**config.mk**
```make
export PLATFORM = sky130hd
export DESIGN_NAME = pipe_stage_reg
export DESIGN_NICKNAME = d
export VERILOG_FILES = /design/src/rtl/pipe_pkg.sv /design/src/rtl/pipe_stage_reg.sv
export SDC_FILE = /design/constraint.sdc
export NUM_CORES = 1
export LEC_CHECK = 0
export BUFFER_PORTS_ARGS = -buffer_cell sky130_fd_sc_hd__buf_2
export CAP_MARGIN = 5
export CORE_MARGIN = 5
export CORE_UTILIZATION = 56
export CTS_CLUSTER_SIZE = 10
export DETAILED_ROUTE_END_ITERATION = 12
export PLACE_DENSITY = 0.86
export SYNTH_ARGS = -nofsm -noshare
export SYNTH_HDL_FRONTEND = slang
export SYNTH_SLANG_ARGS = --single-unit
```
**constraint.sdc**
```tcl
create_clock -name clk_i -period 4.05 [get_ports clk_i]
set_input_delay 0.2025 -clock clk_i [delete_from_list [all_inputs] [get_ports clk_i]]
set_output_delay 0.2025 -clock clk_i [all_outputs]
set_load 0.01 [all_outputs]
```
**src/rtl/pipe_pkg.sv**
```systemverilog
// Shared definitions for the handshaked pipeline-stage registers.
package pipe_pkg;

    typedef enum logic [1:0] {
        ST_EMPTY = 2'd0,
        ST_ONE   = 2'd1,
        ST_FULL  = 2'd2
    } pipe_state_e;

    // RISC-V "addi x0, x0, 0", used to build the IF/ID bubble payload
    localparam logic [31:0] NOP_INSTR = 32'h0000_0013;

endpackage

```
**src/rtl/pipe_stage_reg.sv**
```systemverilog
// Handshaked pipeline-stage register: optional 2-entry skid buffer with a
// registered upstream ready, synchronous flush to a bubble payload.
module pipe_stage_reg
    import pipe_pkg::*;
#(
    parameter int                WIDTH  = 64,
    parameter bit                SKID   = 1'b1,
    parameter logic [WIDTH-1:0]  BUBBLE = '0
) (
    input  logic             clk_i,
    input  logic             rst_i,
    input  logic             flush_i,
    input  logic             in_valid_i,
    output logic             in_ready_o,
    input  logic [WIDTH-1:0] in_data_i,
    output logic             out_valid_o,
    input  logic             out_ready_i,
    output logic [WIDTH-1:0] out_data_o,
    output logic [1:0]       count_o
);

    if (SKID) begin : g_skid
        pipe_state_e      st_q, st_d;
        logic [WIDTH-1:0] head_q, head_d;
        logic [WIDTH-1:0] skid_q, skid_d;
        logic             rdy_q;
        logic             in_hs, out_hs;

        assign in_hs  = in_valid_i & rdy_q;
        assign out_hs = (st_q != ST_EMPTY) & out_ready_i;

        always_comb begin
            st_d   = st_q;
            head_d = head_q;
            skid_d = skid_q;
            unique case (st_q)
                ST_EMPTY: begin
                    if (in_hs) begin
                        st_d   = ST_ONE;
                        head_d = in_data_i;
                    end
                end
                ST_ONE: begin
                    if (in_hs && out_hs) begin
                        head_d = in_data_i;
                    end else if (in_hs) begin
                        st_d   = ST_FULL;
                        skid_d = in_data_i;
                    end else if (out_hs) begin
                        st_d = ST_EMPTY;
                    end
                end
                ST_FULL: begin
                    if (out_hs) begin
                        st_d   = ST_ONE;
                        head_d = skid_q;
                    end
                end
                default: st_d = ST_EMPTY;
            endcase
            // Flush wins: a delivery this cycle still counts, inputs are dropped
            if (flush_i) begin
                st_d   = ST_EMPTY;
                head_d = BUBBLE;
            end
        end

        always_ff @(posedge clk_i or posedge rst_i) begin
            if (rst_i) begin
                st_q   <= ST_EMPTY;
                head_q <= BUBBLE;
                skid_q <= BUBBLE;
                rdy_q  <= 1'b1;
            end else begin
                st_q   <= st_d;
                head_q <= head_d;
                skid_q <= skid_d;
                rdy_q  <= (st_d != ST_FULL);
            end
        end

        assign in_ready_o  = rdy_q;
        assign out_valid_o = (st_q != ST_EMPTY);
        assign out_data_o  = head_q;
        assign count_o     = st_q;
    end else begin : g_noskid
        logic             vld_q;
        logic [WIDTH-1:0] head_q;
        logic             rdy;

        // Ready looks through to downstream so a full head can be replaced
        assign rdy = ~vld_q | out_ready_i;

        always_ff @(posedge clk_i or posedge rst_i) begin
            if (rst_i) begin
                vld_q  <= 1'b0;
                head_q <= BUBBLE;
            end else if (flush_i) begin
                vld_q  <= 1'b0;
                head_q <= BUBBLE;
            end else if (in_valid_i && rdy) begin
                vld_q  <= 1'b1;
                head_q <= in_data_i;
            end else if (vld_q && out_ready_i) begin
                vld_q <= 1'b0;
            end
        end

        assign in_ready_o  = rdy;
        assign out_valid_o = vld_q;
        assign out_data_o  = head_q;
        assign count_o     = {1'b0, vld_q};
    end

endmodule
```
* Yosys cells after proc, flatten, opt, wreduce, memory -nomap -nowiden
Index checks and enable logic that the tools add are counted.
Operators by class: bitwise logic cells 3, multiplexer cells 12, reduce and logical (&&, ||, !) cells 6, equal/unequal tests 6
Operators with widths (count):
- two-way mux 64 bit | 4
- one-hot mux 64 bit (3 select lines) | 1
- two-way mux 2 bit | 6
- inequality test 3 bit (second input constant) | 3
- one-hot mux 2 bit (3 select lines) | 1
- AND reduction 4 bit | 1
- nonzero test 4 bit | 1
- AND reduction 3 bit | 1
- AND 1 bit | 2
- == test 2 x 1 -> 1 bit (second input constant) | 1
- == test 2 bit (second input constant) | 1
- zero test 2 bit | 1
- inequality test 2 bit (second input constant) | 1
- nonzero test 2 bit | 1
- logical AND 1 bit | 1
- NOT 1 bit | 1
Word-level totals: logic and storage cells 31, output and inout bits 68, register bits after elaboration 131

* Depth between registers and ports, before layout
Gate-level depths: netlist of run 1.
word-level depth 8, mapped depth 8, depth with buffers taken out 6

* Least setup slack after synthesis of run 1
Ideal clock, no wire load.
kind reg2reg, start point reg g_skid.st_q[0] (netlist: count_o[0]), end point reg g_skid.skid_q[0], arrival 1844 ps, period minus slack after synthesis 1969 ps, buffers on the path 1, setup slack 2081 ps, required time 3925 ps, stages on the path, launching flop included 7, path through dfrtp_1 inv_1 ha_1 inv_1 a21oi_2 buf_6 mux2_2
Between the ends: word-level cells in the longest chain between the ends 5
Ends and longest elaborated chain:
- start, declared | line pipe_stage_reg.sv:23 | pipe_state_e st_q, st_d;
- start signal, assigned | line pipe_stage_reg.sv:75 | st_q <= st_d;
- nonzero test 2 bit
- named net out_valid_o | line pipe_stage_reg.sv:16 | output logic out_valid_o,
- AND 1 bit | line pipe_stage_reg.sv:30 | assign out_hs = (st_q != ST_EMPTY) & out_ready_i;
- logical AND 1 bit | line pipe_stage_reg.sv:44 | if (in_hs && out_hs) begin
- NOT 1 bit (no source line)
- AND reduction 3 bit (no source line)
- end signal, assigned | line pipe_stage_reg.sv:77 | skid_q <= skid_d;
- end, declared | line pipe_stage_reg.sv:25 | logic [WIDTH-1:0] skid_q, skid_d;
The timed path passes the listed nets, and every way through them passes these cells. A chain may end at the register's enable or synchronous reset.

* Worst setup path after layout of run 1
start point reg g_skid.st_q[1] (netlist: count_o[1]), end point reg g_skid.head_q[46] (netlist: out_data_o[46])
Between the ends: word-level cells in the longest chain between the ends 5
Ends and longest elaborated chain:
- nonzero test 2 bit | line pipe_stage_reg.sv:30
- AND 1 bit | line pipe_stage_reg.sv:30
- logical AND 1 bit | line pipe_stage_reg.sv:44
- inequality test 3 bit (no source line)
- AND reduction 4 bit (no source line)
- end signal, assigned | line pipe_stage_reg.sv:71 | head_q <= BUBBLE;
- end signal, assigned | line pipe_stage_reg.sv:76 | head_q <= head_d;
- end, declared | line pipe_stage_reg.sv:24 | logic [WIDTH-1:0] head_q, head_d;
Several ways; a longest one is shown, not always the timed one.

==> results.py, run 1 <==
metrics = {
    "critical_path": {
        "path_cells": "inv_1, ha_1, nor2_1, nand3_4, buf_4, a221oi_1, a311oi_1",
        "slowest_delay_ns": 0.92,
        "crit_path_end_kind": "flop",
        "crit_buf_inv": 2,
        "critical_path.startpoint_type": "flop",
        "crit_family": "buffers and inverters",
        "path_class": "flop to flop",
        "required_ns": 4.35,
        "crit_arrival_ns": 3.05,
        "cp_max_fo": 82,
        "crit_path_top_delay_cell": "buf_4",
    },
    "timing": {
        "slew_headroom": 0.171,
        "slew_viol_final": 0,
        "final.setup.tns_ns": 0,
        "post-route-period-util": 0.680,
        "skew_ns": 0.00771,
        "min_period_ns": 2.75,
        "finalSetupViolCount": 0,
        "final-hold-violation-count": 0,
        "finalWorstSetupSlack_ns": 1.30,
        "tightest_slew_ns": 1.24,
        "rsz0062_at_grt": "false",
        "clock.fmax_mhz": 363,
    },
    "clocking": {
        "clock_path_buffers": 2,
        "clk_latency_ns": 0.41,
        "cts_root_buf": "clkbuf_16",
        "cts_tree": "built",
        "htree_levels": 4,
        "cts_buffers": 17,
        "cts_sinks": 131,
        "clk_pin_slew_ns": 0.05,
        "cts_resized": 0,
    },
    "placement": {
        "io_buffers": 136,
        "dp_worst_setup_slack_ns": 1.36,
        "gp_congestion": 0.832,
        "place.detailed.hpwl_mm": 10.2,
    },
    "synth": {
        "ys.flop_type": "dfrtp_1",
        "async_reset_ff_frac": 1.00,
        "syn_area_um2": 7010,
        "ys_seq_elements": 131,
        "ys_seq_area_frac": 0.468,
        "syn_area_per_cell_um2": 13.1,
        "synthCells": 537,
        "synth_edf_count": 0,
        "yosysWarningCount": 0,
        "synth.distinct_cells": 32,
        "syn_nets": 610,
    },
    "floorplan": {
        "die-width_um": 122,
        "row_count": 40,
        "dieArea_um2": 14900,
        "boundaryPins": 137,
        "die_y_um": 122,
        "core-area_um2": 12200,
        "initial_core_util": 0.577,
    },
    "routing": {
        "vias": 4829,
        "drt-pass1-iter-count": 4,
        "routed_via_density": 5.85,
        "route.detailed.drc": 0,
        "drtAntennaViolNets": 0,
        "drt_wl_total_mm": 15.9,
        "wire_per_inst_um": 19.3,
        "drtIter0Drc": 362,
    },
    "pwr": {
        "ir_drop_mv": 0.325,
        "p_leak_nw": 3.54,
        "p_per_area_nw_per_um2": 583,
    },
    "global_routing": {
        "grt_overflow": 0,
        "grt_max_degree": 93,
        "grt_pass1_wl_mm": 26.0,
        "grt_pass1_vias": 5099,
        "track_usage": 0.221,
        "antenna_found_initial": 2,
    },
    "flow_run": {
        "drv_cap": 0,
    },
    "status": {
        "status": "complete, no violations",
    },
    "worst_hold_path": {
        "hold_class": "input port to flop",
    },
    "finish": {
        "area_growth_pct": 18.0,
        "drive_above_1_share": 0.540,
        "nets": 720,
        "diodes": 0,
    },
}
[final timing paths]
check                             startpoint                 to  slack [ns]  depth (start not counted)
max                               count_o[1]     out_data_o[46]        1.30                          7
min                            in_data_i[39]  g_skid.skid_q[39]        0.03                          2
max reg2reg                       count_o[1]     out_data_o[46]        1.30                          7
min reg2reg                g_skid.skid_q[44]  g_skid.skid_q[44]        0.51                          1
max in group asynchronous              rst_i   g_skid.skid_q[4]        2.62                          4
min in group asynchronous              rst_i     out_data_o[28]        0.45                          3
[Yosys cell counts (4+ instances only)]
cell,instances,area share
a311oi_2,56,0.12
nor2b_1,65,0.058
a221oi_1,8,0.010
a311oi_1,8,0.010
clkbuf_1,15,0.0080
a221oi_2,56,0.12
inv_1,69,0.037
buf_2,22,0.016
ha_1,4,0.0071
dfrtp_1,130,0.46
buf_6,12,0.019
mux2_2,64,0.10
[area by class of cell]
class | count | area [um2]
clock buffer | 25 | 505
tap | 168 | 210
inverter | 69 | 262
fill | 885 | 3890
timing repair buffer | 146 | 786
sequential | 131 | 3280
multi-input combinational | 282 | 3180
clock inverter | 5 | 50.0
[registers in the layout, indices dropped and copies added (netlist names)]
register and cells:
g_skid.skid_q 64, out_data_o 64, count_o 2, in_ready_o 1
[routing by layer]
metal | GRT usage | vias to the layer above | part of all wire
met3 | 0.0655 | 33 | 0.065
li1 | - | 2220 | -
met5 | 0 | - | 0.0017
met1 | 0.283 | 2424 | 0.42
met2 | 0.350 | 148 | 0.49
met4 | 0.0938 | 4 | 0.024
[kinds of logic after synthesis]
group           count (synthesis)  synth area share
compound gates                137             0.271
fa+ha+maj                       4           0.00714
buf+inv                       124            0.0848
flops                         131             0.468
mux                            64             0.103
simple gates                   77            0.0667
[report_power, final]
group | switching [mW] | internal [mW] | leakage, nW | total (mW)
Combinational | 0.673 | 0.637 | 1.62 | 1.31
Clock | 0.529 | 0.914 | 0.279 | 1.44
Sequential | 0.305 | 1.76 | 1.64 | 2.07
Total | 1.51 | 3.32 | 3.54 | 4.82
[layout by cell type (no fill, tap or decap), drive strengths merged, types with 2 or more instances in the layout]
cell    netlist  routed
dfrtp       130     130
ha            4       4
a221oi       64      64
buf          40     145
a311oi       64      64
nand2         3       3
o21ai         2       2
mux2         64      64
nor2b        65      65
clkbuf       15      25
inv          69      69
nor2          2       2
clkinv        0       4
[metrics by stage]
stage	instance area [um2]	utilization	hold slack (ns)	power, mW	instances
floorplan	7010	-	0.354	3.02	537
global placement	7710	0.634	0.312	3.30	795
detailed placement	7710	0.634	0.326	3.41	795
CTS	8270	0.680	0.0125	4.86	826
global route	8270	0.680	0.0216	5.08	826
finish	8270	0.680	0.0274	4.82	826
[repair_timing]
item | in CTS | in global routing
buffers inserted | 0 | 0
hold buffers | 1 | 0
hold endpoints to repair | 45 | 0
Power figures use the tool's default switching activity.
==> run 2: changes to the inputs <==
clock period = 2.7 ns   (was 4.05 ns; I/O delays follow)
==> run 2 against run 1 <==
Critical path depth unchanged. Sequential share of layout area down 3.3 points. Sequential cell count unchanged. Cell area up 9.2%. Combinational power up 59%. Worst hold slack better by 0.16 ns. Count of clock-buffer cells in the layout down 2. Power up 55%. Setup slack worse by 1.1 ns. Via count up 7.7%.
==> results.py, run 2 (synthesis results as in run 1) <==
metrics = {
    "timing": {
        "slew_headroom": 0.426,
        "clock.fmax_mhz": 405,
        "skew_ns": 0.00595,
        "final-hold-violation-count": 0,
        "slew_viol_final": 0,
        "final.setup.tns_ns": 0,
        "finalSetupViolCount": 0,
        "rsz0062_at_grt": "false",
        "tightest_slew_ns": 0.861,
        "post-route-period-util": 0.913,
        "min_period_ns": 2.47,
    },
    "routing": {
        "drtIter0Drc": 609,
        "routed_via_density": 5.82,
        "vias": 5200,
        "wire_per_inst_um": 19.6,
        "drt-pass1-iter-count": 4,
        "route.detailed.drc": 0,
        "drt_wl_total_mm": 17.5,
        "drtAntennaViolNets": 0,
    },
    "global_routing": {
        "antenna_found_initial": 0,
        "track_usage": 0.250,
        "grt_pass1_wl_mm": 29.4,
        "grt_overflow": 0,
        "grt_max_degree": 133,
        "grt_pass1_vias": 5693,
    },
    "clocking": {
        "clk_pin_slew_ns": 0.05,
        "cts_tree": "built",
        "cts_sinks": 131,
        "cts_setup_buffers": 0,
        "cts_root_buf": "clkbuf_16",
        "htree_levels": 4,
        "cts_buffers": 17,
        "clock_path_buffers": 2,
        "clk_latency_ns": 0.42,
    },
    "pwr": {
        "p_per_area_nw_per_um2": 826,
        "ir_drop_mv": 0.505,
        "p_leak_nw": 3.84,
    },
    "critical_path": {
        "cp_max_fo": 74,
        "rrSetupSlack_ns": 0.23,
        "crit_path_end_kind": "flop",
        "required_ns": 3.00,
        "crit_arrival_ns": 2.77,
        "r2r_end": "out_data_o[46]",
        "r2r-start": "count_o[1]",
        "critical_path.startpoint_type": "flop",
        "path_class": "flop to flop",
        "reg2regPathDepth": 7,
    },
    "floorplan": {
        "core-area_um2": 12200,
        "die-width_um": 122,
        "boundaryPins": 137,
        "dieArea_um2": 14900,
        "die_y_um": 122,
        "row_count": 40,
        "initial_core_util": 0.577,
    },
    "worst_hold_path": {
        "worstHoldStart": "in_valid_i",
        "hold_class": "input port to flop",
        "hold_path_end": "count_o[1]",
        "worstHoldPathCells": 4,
    },
    "placement": {
        "gp_congestion": 0.776,
        "post_dp_cell_area_um2": 7780,
        "io_buffers": 136,
        "place.detailed.hpwl_mm": 9.99,
    },
    "finish": {
        "area_growth_pct": 28.8,
        "mostFrequentLayoutCell": "buf_2",
        "diodes": 0,
        "design_area_um2": 9030,
        "final_cell_mix": "135 x buf_2, 130 x dfrtp_1, 68 x inv_1",
        "nets": 786,
        "fillers": 751,
        "drive_above_1_share": 0.494,
    },
    "status": {
        "status": "complete, no violations",
    },
    "flow_run": {
        "drv_cap": 0,
    },
}
## run 2: cell count changes in the layout (fill, tap and decap cells not counted), sizes merged
| cell | before | now |
|---|---|---|
| clkbuf | 25 | 23 |
| dlygate4sd3 | 1 | 66 |
| inv | 69 | 68 |
| bufinv | 1 | 2 |
| clkinvlp | 0 | 4 |
| buf | 145 | 146 |
## run 2: metal layers
| metal | part of all wire | vias to the layer above | wire length [um] | track usage |
|---|---|---|---|---|
| met5 | 0 | - | 0 | 0 |
| met4 | 0.021 | 0 | 376 | 0.104 |
| met3 | 0.050 | 30 | 871 | 0.0599 |
| met2 | 0.52 | 145 | 9140 | 0.418 |
| met1 | 0.41 | 2665 | 7130 | 0.312 |
| li1 | - | 2360 | - | - |
## run 2: per-stage QoR
step	power (mW)	instances	hold WS [ns]	util	setup slack [ns]
2_1_floorplan	4.53	537	0.287	-	0.731
5_1_grt	7.86	894	0.230	0.742	0.0809
6_report	7.46	894	0.191	0.742	0.234
3_5_place_dp	5.13	796	0.159	0.640	0.281
3_3_place_gp	4.96	796	0.158	0.640	0.500
4_1_cts	7.50	894	0.172	0.742	0.249
## run 2: worst max-delay path by stage
stage / depth (start not counted) / startpoint / slack (ns) / to
2_1_floorplan: 6 / count_o[0] / 0.73 / g_skid.skid_q[0]
3_3_place_gp: 7 / count_o[1] / 0.50 / out_data_o[47]
3_5_place_dp: 7 / count_o[1] / 0.28 / out_data_o[42]
4_1_cts: 7 / count_o[1] / 0.25 / out_data_o[46]
5_1_grt: 7 / count_o[1] / 0.08 / out_data_o[47]
6_report: 7 / count_o[1] / 0.23 / out_data_o[46]
## run 2: timing repair
item,CTS,global route
resized for setup,0,0
hold endpoints to repair,83,0
hold buffers,66,0
## run 2: critical path, cell delays in order, from the launching register on
cell,delay (ns)
dfrtp_1,0.46
inv_1,0.12
ha_1,0.26
nor2_1,0.14
o311ai_4,0.40
buf_12,0.41
a221oi_1,0.16
a311oi_1,0.34
## run 2: final cells by class
class / instances / area (um2) / area share
multi-input cells: 282 / 3180 / 0.352
inverters: 69 / 263 / 0.0291
well taps: 168 / 210 / 0.0233
clock inverters: 9 / 103 / 0.0114
flip-flops and latches: 131 / 3280 / 0.363
repair buffers: 212 / 1510 / 0.167
clock buffers: 23 / 488 / 0.0540
## run 2: report_power, final
| part | switching, mW | total [mW] | leakage (nW) | internal, mW |
|---|---|---|---|---|
| sequential | 0.467 | 3.11 | 1.64 | 2.65 |
| combinational | 1.05 | 2.08 | 1.91 | 1.03 |
| clock | 0.821 | 2.27 | 0.285 | 1.45 |
| total | 2.33 | 7.46 | 3.84 | 5.13 |
